[src/rtl/drop_controller.sv]
// Column-drop controller: per-column fill counters plus a 4-state drop FSM.
// Optional single-level undo is enabled with `define DROP_UNDO_EN.

module drop_col_cnt #(
  parameter int ROWS = 4,
  parameter int CW   = 3
) (
  input  logic          clk,
  input  logic          reset,
  input  logic          clr,
  input  logic          inc,
  input  logic          dec,
  output logic [CW-1:0] cnt,
  output logic          full
);
  assign full = (cnt == CW'(ROWS));

  // Saturating in both directions so a stray strobe can never wrap the count.
  always_ff @(posedge clk or posedge reset) begin
    if (reset)                  cnt <= '0;
    else if (clr)               cnt <= '0;
    else if (inc && !full)      cnt <= cnt + CW'(1);
    else if (dec && cnt != '0)  cnt <= cnt - CW'(1);
  end
endmodule

module drop_controller #(
  parameter int COLS  = 4,
  parameter int ROWS  = 4,
  parameter int IDX_W = 5
) (
  input  logic             clk,
  input  logic             reset,
  input  logic             clear,
  input  logic             req,
  input  logic [COLS-1:0]  sel_col,
`ifdef DROP_UNDO_EN
  input  logic             undo,
  output logic             undo_done,
`endif
  output logic             ready,
  output logic             done,
  output logic [IDX_W-1:0] cell_index,
  output logic             err_full,
  output logic             err_sel,
  output logic             board_full
);
  localparam int CW  = $clog2(ROWS + 1);
  localparam int CLW = (COLS > 1) ? $clog2(COLS) : 1;

  typedef enum logic [2:0] {
    IDLE, DECODE, COMMIT, REJECT
`ifdef DROP_UNDO_EN
    , UNDO
`endif
  } state_t;

  state_t                     state, state_n;
  logic [COLS-1:0]            sel_q;
  logic [COLS-1:0]            sel_hot;
  logic                       sel_ok;
  logic [CLW-1:0]             sel_idx;
  logic [COLS-1:0][CW-1:0]    cnt;
  logic [COLS-1:0]            full;
  logic [COLS-1:0]            inc_col;
  logic [COLS-1:0]            dec_col;
  logic                       clr_all;
  logic                       accept;

  assign clr_all = (state == IDLE) && clear;
  assign accept  = (state == IDLE) && !clear && req;

  always_ff @(posedge clk or posedge reset) begin
    if (reset)       sel_q <= '1;
    else if (accept) sel_q <= sel_col;
  end

  // Exactly one zero bit in the captured select is a legal column.
  assign sel_hot = ~sel_q;
  assign sel_ok  = (sel_hot != '0) && ((sel_hot & (sel_hot - COLS'(1))) == '0);

  always_comb begin
    sel_idx = '0;
    for (int c = 0; c < COLS; c++)
      if (!sel_q[c]) sel_idx = CLW'(c);
  end

`ifdef DROP_UNDO_EN
  logic           hist_vld;
  logic [CLW-1:0] hist_col;

  always_ff @(posedge clk or posedge reset) begin
    if (reset) begin
      hist_vld <= 1'b0;
      hist_col <= '0;
    end else if (clr_all) begin
      hist_vld <= 1'b0;
    end else if (state == COMMIT) begin
      hist_vld <= 1'b1;
      hist_col <= sel_idx;
    end else if (state == UNDO) begin
      hist_vld <= 1'b0;
    end
  end

  assign undo_done = (state == UNDO);
`endif

  for (genvar c = 0; c < COLS; c++) begin : g_col
    assign inc_col[c] = (state == COMMIT) && (sel_idx == CLW'(c));
`ifdef DROP_UNDO_EN
    assign dec_col[c] = (state == UNDO) && (hist_col == CLW'(c));
`else
    assign dec_col[c] = 1'b0;
`endif
    drop_col_cnt #(.ROWS(ROWS), .CW(CW)) u_col (
      .clk   (clk),
      .reset (reset),
      .clr   (clr_all),
      .inc   (inc_col[c]),
      .dec   (dec_col[c]),
      .cnt   (cnt[c]),
      .full  (full[c])
    );
  end

  always_ff @(posedge clk or posedge reset) begin
    if (reset) state <= IDLE;
    else       state <= state_n;
  end

  always_comb begin
    state_n = state;
    case (state)
      IDLE: begin
        if (accept) state_n = DECODE;
`ifdef DROP_UNDO_EN
        else if (!clear && undo && hist_vld) state_n = UNDO;
`endif
      end
      DECODE:  state_n = (!sel_ok || full[sel_idx]) ? REJECT : COMMIT;
      default: state_n = IDLE;
    endcase
  end

  assign ready      = (state == IDLE);
  assign done       = (state == COMMIT);
  // REJECT is only reachable via a bad select or a full column, so sel_ok splits them.
  assign err_sel    = (state == REJECT) && !sel_ok;
  assign err_full   = (state == REJECT) && sel_ok;
  assign board_full = &full;

  always_comb begin
    cell_index = '1;
    if (state == COMMIT)
      cell_index = IDX_W'(cnt[sel_idx]) * IDX_W'(COLS) + IDX_W'(sel_idx);
`ifdef DROP_UNDO_EN
    else if (state == UNDO)
      cell_index = (IDX_W'(cnt[hist_col]) - IDX_W'(1)) * IDX_W'(COLS) + IDX_W'(hist_col);
`endif
  end
endmodule

[config.mk]
export PLATFORM = sky130hd
export DESIGN_NAME = drop_controller
export DESIGN_NICKNAME = d
export VERILOG_FILES = /design/src/rtl/drop_controller.sv
export SDC_FILE = /design/constraint.sdc
export NUM_CORES = 1
export LEC_CHECK = 0
export CORE_MARGIN = 2
export CORE_UTILIZATION = 41
export DETAILED_ROUTE_END_ITERATION = 12
export PLACE_DENSITY_LB_ADDON = 0.08
export SYNTH_ARGS = -nofsm -noshare
export SYNTH_HDL_FRONTEND = slang
export SYNTH_SLANG_ARGS = --single-unit
[constraint.sdc]
create_clock -name clk -period 2 [get_ports clk]
set_input_delay 0.4 -clock clk [delete_from_list [all_inputs] [get_ports clk]]
set_output_delay 0.4 -clock clk [all_outputs]
set_load 0.1 [all_outputs]
==> flow_metrics.py <==
metrics = {
    "outcome": {
        "status": "finished, violations left",
        "violations": "setup timing",
    },
    "sta": {
        "rsz0062_at_grt": "true",
        "period_share_pct": 102.7,
        "timing_hold_violations_final": 0,
        "finClkSkew_ps": 10.62,
        "timing.fmax_ghz": 0.4866,
        "maxSlewViolCount": 0,
        "min_period_ps": 2055,
        "hold-worst-slack_ps": 395.5,
        "worst_pin_slew_ps": 410.2,
        "setup_slack_ps": -54.92,
        "finalSetupViolations": 4,
        "relSlewSlack_pct": 72.65,
    },
    "cts": {
        "clock-root-buffer": "clkbuf_4",
        "cts_hold_buf": 0,
        "htreeDepth": 1,
        "cts_tree": "built",
        "clock_latency_ps": 300,
        "clk_pin_slew_ps": 110,
        "numCtsBuffers": 3,
        "cts_buffer_depth": 2,
        "cts_sinks": 18,
    },
    "floorplan": {
        "initial_core_util_pct": 43.42,
        "die_y_um": 58.04,
        "dieWidth_um": 58.04,
        "top_level_ports": 18,
        "fp.dieArea_mm2": 0.003369,
        "num_rows": 19,
        "core_area_mm2": 0.002758,
    },
    "layout": {
        "drive_gt1_share_pct": 34.18,
        "fillers": 228,
        "finalNonFillerCells": 189,
        "fin_nets": 175,
        "area_growth_pct": 45.04,
        "n_antenna_cell": 0,
    },
    "route": {
        "avgViaCountPerCell": 5.280,
        "ant_nets": 0,
        "drc_errors": 0,
        "vias": 998,
        "wl_per_cell_um": 14.66,
        "drtIter0Drc": 27,
        "wl_um": 2771,
        "dr.pass1.iters": 4,
    },
    "placed_design": {
        "gp_congestion": 0.8854,
        "hpwlAfterDp_um": 1936,
        "dp_cells": 170,
        "io_buffers": 17,
    },
    "run": {
        "maxCapViolCount": 0,
    },
    "power_and_ir_drop": {
        "leakagePower_uw": 0.0007874,
        "power_density_mw_per_mm2": 1580,
        "peakVddDrop_mv": 1.397,
    },
    "logic_synthesis": {
        "synth_top_cell_by_area": "dfrtp_1",
        "synth_cell_types": 35,
        "syn_avg_cell_area_um2": 9.656,
        "synthesis.area_mm2": 0.001197,
        "synth-seq-cells": 18,
        "ys_top_cells_by_area": "dfrtp_1 29%, dfstp_2 8.8%, ha_1 8.4%",
        "synth_top_cell_area_share_pct": 29.26,
        "yosys_warnings": 0,
        "synthesis.nets": 140,
        "syn_inst": 124,
        "synth-seq-area-share_pct": 38.04,
    },
    "worst_setup_path": {
        "worst_setup_path_end_kind": "output pin",
        "cpLargestDelayFamily": "flip-flops",
        "slowest_delay_ps": 620,
        "cp-start-kind": "flop",
        "worstPathMaxFanout": 7,
        "critPathBufInv": 1,
        "worst_path_max_delay_cell": "dfstp_2",
        "crit_arrival_ps": 1650,
        "crit_chain": "mux2i_1 > a211oi_1 > a21oi_1 > nand2_1 > buf_12",
        "required_ps": 1600,
        "worst-setup-path-type": "flop to output pin",
    },
    "grt": {
        "grt_use_total_pct": 19.27,
        "grt_max_degree": 19,
        "grt_pass1_vias": 1086,
        "antenna_found_initial": 0,
        "gr-total-overflow": 0,
        "grt_pass1_wl_um": 4988,
    },
    "hold_path": {
        "hold_class": "input pin to asynchronous set/reset pin",
    },
}
power breakdown:
group | switching [uW] | leakage [uW] | total [uW] | internal (uW)
Sequential | 107 | 0.000233 | 609 | 503
Combinational | 1140 | 0.000540 | 1940 | 795
Clock | 121 | 0.0000150 | 199 | 77.7
repair_timing:
action | in CTS | in global routing
pin swaps | 8 | 3
gates resized for setup | 11 | 3
setup buffers | 14 | 1
endpoints found under the setup margin | 7 | 7
per-stage QoR:
step | power (uW) | instance area, um^2 | worst slack, ps | utilization [%] | setup TNS [ps]
after floorplan | 1818 | 1259 | -491.0 | - | -1555
after global routing | 2913 | 1737 | -175.1 | 62.98 | -648.7
after detailed placement | 2286 | 1553 | 181.6 | 56.31 | 0
final | 2744 | 1737 | -54.92 | 62.98 | -136.7
after CTS | 2724 | 1717 | -65.03 | 62.25 | -167.9
after global placement | 2273 | 1553 | 207.6 | 56.31 | 0
logic make-up after synthesis:
group | after synthesis | share of synthesized area [%]
and+or+nand+nor | 44 | 21.74
AOI/OAI and AO/OA | 19 | 12.33
buffers and inverters | 19 | 6.583
DFF | 18 | 38.04
muxes | 9 | 7.837
adders and majority gates | 8 | 8.360
xor gates and xnor gates | 7 | 5.120
layer usage:
metal  vias to the layer above  GRT usage (%)  routed length, um
met3                         6          2.679                137
met4                         0          8.306                 58
li1                        493              -                  -
met1                       468          25.17               1210
met5                         -              0                  0
met2                        31          31.82               1364
cell usage after synthesis:
| cell | n |
|---|---|
| xnor2_1 | 4 |
| buf_2 | 3 |
| nor4_1 | 1 |
| ha_1 | 8 |
| a21oi_1 | 5 |
| nand2_1 | 13 |
| and3_1 | 1 |
| nor2_1 | 12 |
| dfstp_2 | 4 |
| o211ai_1 | 7 |
| nand4b_4 | 1 |
| a211oi_1 | 1 |
| a221oi_4 | 1 |
| o2111ai_1 | 1 |
| buf_4 | 1 |
| nand4bb_4 | 1 |
| o31ai_1 | 1 |
| a311oi_1 | 1 |
| nand4_1 | 2 |
| nor2b_1 | 1 |
| and2b_1 | 1 |
| nand2b_1 | 1 |
| inv_1 | 12 |
| o21ai_0 | 1 |
| nor3_2 | 1 |
| mux2_1 | 3 |
| a31oi_1 | 1 |
| and3_4 | 1 |
| nor2_2 | 1 |
| clkbuf_1 | 3 |
| xor2_1 | 3 |
| nand3_1 | 5 |
| dfrtp_1 | 14 |
| mux2i_1 | 6 |
| nand4b_1 | 2 |
layout by cell type, fill, tap and decap left out, drive strengths merged, types with 5 or more instances in the layout:
| cell | netlist | layout |
|---|---|---|
| a21oi | 5 | 5 |
| buf | 4 | 29 |
| clkbuf | 3 | 5 |
| clkdlybuf4s50 | 0 | 7 |
| dfrtp | 14 | 14 |
| ha | 8 | 8 |
| inv | 12 | 12 |
| mux2i | 6 | 6 |
| nand2 | 13 | 13 |
| nand3 | 5 | 5 |
| nor2 | 13 | 13 |
| o211ai | 7 | 7 |
worst min-delay path, cell delays in order:
cell	delay [ps]
clkdlybuf4s50_1	390
inv_1	50
buf_4	250
worst paths after layout:
path | end | slack (ps) | depth (start not counted) | from
worst max-delay path | cell_index[4] | -50 | 5 | sel_q[1]$_DFFE_PP1P_
worst min-delay path | g_col[3].u_col.cnt[2]$_DFFE_PP0P_ | 400 | 3 | reset
worst max register to register | g_col[0].u_col.cnt[2]$_DFFE_PP0P_ | 370 | 6 | sel_q[2]$_DFFE_PP1P_
worst min register to register | g_col[0].u_col.cnt[2]$_DFFE_PP0P_ | 580 | 1 | g_col[0].u_col.cnt[2]$_DFFE_PP0P_
max in group asynchronous | sel_q[0]$_DFFE_PP1P_ | 1330 | 3 | reset
min in group clk | g_col[0].u_col.cnt[2]$_DFFE_PP0P_ | 580 | 1 | g_col[0].u_col.cnt[2]$_DFFE_PP0P_
area by class of cell:
cell class,instances,area (um^2),area share (%)
clock buffers,4,26.28,1.513
flip-flops and latches,18,455.4,26.22
multi-input cells,87,738.2,42.51
inverters,12,45.04,2.594
well taps,31,38.79,2.233
repair buffers,37,432.9,24.93
flip-flops by register name (all words and copies together) (netlist names):
name	count
sel_q	4
state	2
g_col.u_col.cnt	12
(Power assumes the default switching activity.)
